<file path="config.mk">
export PLATFORM = sky130hd
export DESIGN_NAME = uart_tx_arbiter
export DESIGN_NICKNAME = d
export VERILOG_FILES = /design/src/rtl/uart_tx_arbiter.sv
export SDC_FILE = /design/constraint.sdc
export NUM_CORES = 1
export LEC_CHECK = 0
export CAP_MARGIN = 10
export CORE_MARGIN = 5
export CORE_UTILIZATION = 48
export CTS_CLUSTER_SIZE = 14
export DETAILED_ROUTE_END_ITERATION = 10
export GPL_TIMING_DRIVEN = 0
export PLACE_DENSITY = 0.84
export RECOVER_POWER = 25
export SLEW_MARGIN = 40
export SYNTH_ARGS = -nofsm -noshare
export SYNTH_HDL_FRONTEND = slang
export SYNTH_SLANG_ARGS = --single-unit
</file>
<file path="constraint.sdc">
create_clock -name clk -period 2.22 [get_ports clk]
set_input_delay 0.333 -clock clk [delete_from_list [all_inputs] [get_ports clk]]
set_output_delay 0.333 -clock clk [all_outputs]
set_load 0.01 [all_outputs]
</file>
<file path="src/rtl/uart_tx_arbiter.sv">
// Round-robin arbiter that shares one UART transmitter among NUM_REQ byte sources.
// Each frame is captured, launched, awaited with a timeout, and followed by an idle gap.
module uart_tx_arbiter #(
    parameter int NUM_REQ        = 4,
    parameter int GAP_CYCLES     = 16,
    parameter int TIMEOUT_CYCLES = 4000
) (
    input  logic                       clk,
    input  logic                       rst,
    input  logic [NUM_REQ-1:0]         req_valid,
    input  logic [8*NUM_REQ-1:0]       req_data,
    output logic [NUM_REQ-1:0]         req_ack,
    output logic                       tx_start,
    output logic [7:0]                 tx_data,
    input  logic                       tx_busy,
    input  logic                       tx_done,
    output logic [$clog2(NUM_REQ)-1:0] grant_id,
    output logic                       busy,
    output logic                       timeout_err,
    input  logic                       err_clr,
    output logic [15:0]                frames_sent
);

    localparam int ID_W  = $clog2(NUM_REQ);
    localparam int GAP_W = (GAP_CYCLES > 1) ? $clog2(GAP_CYCLES) : 1;
    localparam int TO_W  = (TIMEOUT_CYCLES > 2) ? $clog2(TIMEOUT_CYCLES - 1) : 1;

    localparam logic [GAP_W-1:0] GAP_LAST = GAP_W'((GAP_CYCLES > 0) ? GAP_CYCLES - 1 : 0);
    localparam logic [TO_W-1:0]  TO_LAST  = TO_W'((TIMEOUT_CYCLES > 1) ? TIMEOUT_CYCLES - 2 : 0);
    localparam logic [ID_W-1:0]  ID_LAST  = ID_W'(NUM_REQ - 1);

    typedef enum logic [1:0] {
        S_IDLE,
        S_LAUNCH,
        S_WAIT_DONE,
        S_GAP
    } state_t;

    state_t               r_state;
    logic [ID_W-1:0]      r_rr;
    logic [ID_W-1:0]      r_grant;
    logic [NUM_REQ-1:0]   r_ack;
    logic                 r_start;
    logic [7:0]           r_data;
    logic                 r_err;
    logic [15:0]          r_frames_sent;
    logic [TO_W-1:0]      r_to_cnt;
    logic [GAP_W-1:0]     r_gap_cnt;

    logic [ID_W-1:0]      w_sel;
    logic                 w_any;
    logic [NUM_REQ-1:0]   w_sel_1h;
    logic [7:0]           w_sel_data;
    logic [ID_W-1:0]      w_next_rr;

    function automatic logic [ID_W-1:0] rr_index(input logic [ID_W-1:0] base, input int offs);
        int sum;
        sum = int'(base) + offs;
        if (sum >= NUM_REQ) sum = sum - NUM_REQ;
        return ID_W'(sum);
    endfunction

    // Scan from the highest offset down so the nearest valid index at/after the pointer wins.
    always_comb begin
        w_sel = r_rr;
        w_any = 1'b0;
        for (int k = NUM_REQ - 1; k >= 0; k--) begin
            if (req_valid[rr_index(r_rr, k)]) begin
                w_sel = rr_index(r_rr, k);
                w_any = 1'b1;
            end
        end
    end

    assign w_sel_1h   = NUM_REQ'(1) << w_sel;
    assign w_sel_data = req_data[{w_sel, 3'b000} +: 8];
    assign w_next_rr  = (r_grant == ID_LAST) ? '0 : r_grant + 1'b1;

    always_ff @(posedge clk or posedge rst) begin
        if (rst) begin
            r_state       <= S_IDLE;
            r_rr          <= '0;
            r_grant       <= '0;
            r_ack         <= '0;
            r_start       <= 1'b0;
            r_data        <= '0;
            r_err         <= 1'b0;
            r_frames_sent <= '0;
            r_to_cnt      <= '0;
            r_gap_cnt     <= '0;
        end else begin
            r_start <= 1'b0;
            r_ack   <= '0;
            if (err_clr) r_err <= 1'b0;

            case (r_state)
                S_IDLE: begin
                    if (w_any && !tx_busy) begin
                        r_grant <= w_sel;
                        r_data  <= w_sel_data;
                        r_start <= 1'b1;
                        r_ack   <= w_sel_1h;
                        r_state <= S_LAUNCH;
                    end
                end

                S_LAUNCH: begin
                    r_to_cnt <= '0;
                    r_state  <= S_WAIT_DONE;
                end

                // r_to_cnt trails the cycles since tx_start by one, so the abort
                // decision falls exactly TIMEOUT_CYCLES cycles after the start pulse.
                S_WAIT_DONE: begin
                    r_to_cnt <= r_to_cnt + 1'b1;
                    if (tx_done) begin
                        r_frames_sent <= r_frames_sent + 16'd1;
                        r_rr          <= w_next_rr;
                        r_gap_cnt     <= '0;
                        r_state       <= S_GAP;
                    end else if (r_to_cnt == TO_LAST) begin
                        r_err     <= 1'b1;
                        r_rr      <= w_next_rr;
                        r_gap_cnt <= '0;
                        r_state   <= S_GAP;
                    end
                end

                S_GAP: begin
                    if (r_gap_cnt == GAP_LAST) begin
                        r_state <= S_IDLE;
                    end else begin
                        r_gap_cnt <= r_gap_cnt + 1'b1;
                    end
                end

                default: r_state <= S_IDLE;
            endcase
        end
    end

    assign req_ack     = r_ack;
    assign tx_start    = r_start;
    assign tx_data     = r_data;
    assign grant_id    = r_grant;
    assign busy        = (r_state != S_IDLE);
    assign timeout_err = r_err;
    assign frames_sent = r_frames_sent;

endmodule

</file>
==> reports/results.txt <==
Total Routed Length - 6762 um
P_leak - 1.527 nW
Total power - 3.568 mW
Switching share of power - 0.3942
RSZ-0062 raised after global routing - no
CORE AREA - 0.005507 mm^2
Post-synth EDFFs - 0
Slew @ Worst Pin - 0.8245 ns
FP Rows - 27
P_sw - 1.406 mW
Initial Util - 0.4963
GRT Util Overall - 0.1887
Seq. cell area - 0.001301 mm^2
Initial antenna violation count - 0
Router iterations before antenna repair - 4
Inst Count DP - 429
Hold buffers post-CTS - 0
Clk sink count - 52
Nets - 416
Post-synth ARST share - 1.000
Setup Slack @ Placement - -0.2665 ns
Critical Path Start Type - input pin
Share of layout cells above drive strength 1 - 0.05450
Arrival @ worst endpoint - 2.23 ns
Die H - 85.45 um
R2r setup slk - 0.18 ns
CP Cell Sequence - clkdlybuf4s50_1, nand2b_1, a21oi_2, clkbuf_1, nor4b_1, o21ai_0, a21oi_1
Register bit total from synthesis - 52
Avg Inst Size Synth - 9.622 um^2
Number of port buffers - 72
Final non-filler cell total - 439
Final count of pins violating max slew - 0
# fillers - 441
GRT overflow - 0
Final Worst Setup Slack - 0.1725 ns
Clock-pin slew on the worst setup and hold paths - 0.08 ns
CTS buffer count - 5
Die ar. - 0.007302 mm^2
Slowest-stage cell, CP - clkdlybuf4s50_1
Netlist Area Pre-Place - 0.002733 mm^2
HP Class - in2reg
CP Capture Type - flip-flop
WP data required - 2.40 ns
Worst setup skew after layout - 0.004724 ns
Clock Latency Late Sink - 0.30 ns
RD Place Congestion - 0.8106
Max Freq - 488.4 MHz
Routed Antenna Nets - 0
H-tree depth - 2
CP bufs+invs - 2
Share of total power in combinational logic - 0.471
Die W - 85.45 um
Final Hold Violating Endpoints - 0
Cell-internal power - 2.161 mW
Vias in the first global route - 2488
Max-cap violation count - 0
Slew HR - 0.4504
Placed cell areas - 0.003566 mm^2
Max incr delay on CP - 0.61 ns
DR vias/cell - 5.610
Global-route wire length before repair - 11050 um
Synth Net Count - 333
DR vias - 2463
Most used flip-flop cell after synthesis - dfrtp_1
Fin crit share - 0.9223
Pwr/cell area - 975.2 mW/mm^2
Largest net degree at the start of global routing - 36
Drt wl/cell - 15.40 um
Fin crit period - 2.048 ns
CTS tree - done
Mapped Cells - 284
Synth cell types - 43
Diodes inserted - 0
Initial DRC Count - 104
Clock share of power - 0.142
Clk root buf - clkbuf_8
Syn-to-layout area delta - 33.88%
Cell family with most CP delay - buffers and inverters
Max FO, Critical Path - 10
DRC Markers - 0
Critical path type - in2reg
Sequential area share after synthesis - 0.4762
Final setup violation count - 0
Synth warn - 0
Worst vdd ir - 641.2 uV
Status - finished clean
Final instance area - 0.003659 mm^2
Area occupied by multi-input gates - 0.001349 mm^2
IO Pins - 74
Seq pwr share - 0.388
Post-DP HPWL - 5317 um
Max Root-Sink Buffers - 2
-- per-layer routing --
metal / global-route usage / vias up / wire [um]
met1: 0.2260 / 1182 / 2684
met5: 0 / - / 0
met2: 0.3227 / 86 / 3415
met3: 0.05437 / 14 / 508
li1: - / 1181 / -
met4: 0.06619 / 0 / 153
-- layout by cell type (no fill, tap or decap), types with 6 or more instances in the layout --
cell type        count
clkdlybuf4s50_1     71
dfrtp_1             52
nor2_1              29
nand2_1             25
o21ai_0             20
xnor2_1             16
inv_1               14
a21oi_1             11
nand3_1             10
a221oi_1             8
nor4b_1              8
o31a_1               8
ha_1                 8
nor3_1               7
xor2_1               6
-- kinds of logic (layout without fill, tap and decap cells) --
kind of cell / count (synthesis) / count (layout) / share of synthesized area
AO/OA/AOI/OAI: 65 / 65 / 0.1580
XOR/XNOR: 22 / 22 / 0.07051
adder cells (fa/ha/maj): 8 / 8 / 0.03663
buffers and inverters: 23 / 106 / 0.03296
flip-flops: 52 / 52 / 0.4762
multiplexers: 4 / 4 / 0.01557
AND/OR/NAND/NOR: 110 / 110 / 0.2102
-- cell type report --
class                      count  area share
clock inverter                 1    0.001368
clock buffer                   6     0.01984
sequential                    52      0.3557
timing repair buffer          76      0.2045
buffer                         8    0.009576
multi-input combinational    209      0.3687
tap                           72     0.02462
inverter                      15     0.01573
-- worst register-to-register path, stage by stage, from the launching register on --
cell     delay [ns]
dfrtp_1        0.39
inv_1          0.08
ha_1           0.41
inv_1          0.13
nor4_1         0.49
and3_1         0.24
xnor2_1        0.11
nor2_1         0.06
-- power by group through the flow --
stage / logic, mW / registers, mW / clock network (mW)
after floorplan: 0.924 / 1.42 / 0
after global placement: 1.60 / 1.38 / 0
after detailed placement: 1.67 / 1.39 / 0
after CTS: 1.68 / 1.38 / 0.515
after global routing: 1.87 / 1.41 / 0.553
final: 1.68 / 1.38 / 0.505
-- timing repair --
item | 4_1_cts | 5_1_grt
resized for setup | 0 | 4
setup endpoints to repair | 0 | 11
buffers inserted | 0 | 3
-- state kept, by name, summed over array words and instances (netlist names) --
name / count
timeout_err: 1
tx_data: 8
r_to_cnt: 12
r_rr: 2
frames_sent: 16
grant_id: 2
r_state: 2
req_ack: 4
tx_start: 1
r_gap_cnt: 4
-- synthesized netlist by cell type (all sizes together), types with 5 or more instances --
master   n  area (um^2)
dfrtp   52         1301
nor2    29        108.9
nand2   25        93.84
o21ai   21        105.1
xnor2   16        140.1
inv     15        56.30
a21oi   12        60.06
nand3   10        50.05
a221oi   8        70.07
ha       8        100.1
nor4b    8        70.07
o31a     8        70.07
nor3     7        35.03
xor2     6        52.55
clkbuf   5        18.77
nor2b    5        31.28
o31ai    5        37.54
-- stage by stage --
step	hold WS [ns]	utilization	setup TNS, ns
after floorplan	0.4294	-	0
after global placement	0.4601	0.6435	-17.16
after detailed placement	0.4778	0.6476	-1.811
after CTS	0.3159	0.6617	0
after global routing	0.4667	0.6644	0
final	0.4401	0.6644	0
-- final timing paths --
check / cells past startpoint / from / endpoint
max reg2reg: 7 / r_state[1] / r_to_cnt[10]
min in group asynchronous: 2 / rst / frames_sent[4]
max: 7 / req_valid[0] / tx_data[5]
max in group asynchronous: 3 / rst / r_gap_cnt[1]
min reg2reg: 1 / frames_sent[15] / frames_sent[15]
min: 3 / req_valid[3] / req_ack[1]
Note: power is estimated with default switching activity, not from simulation.
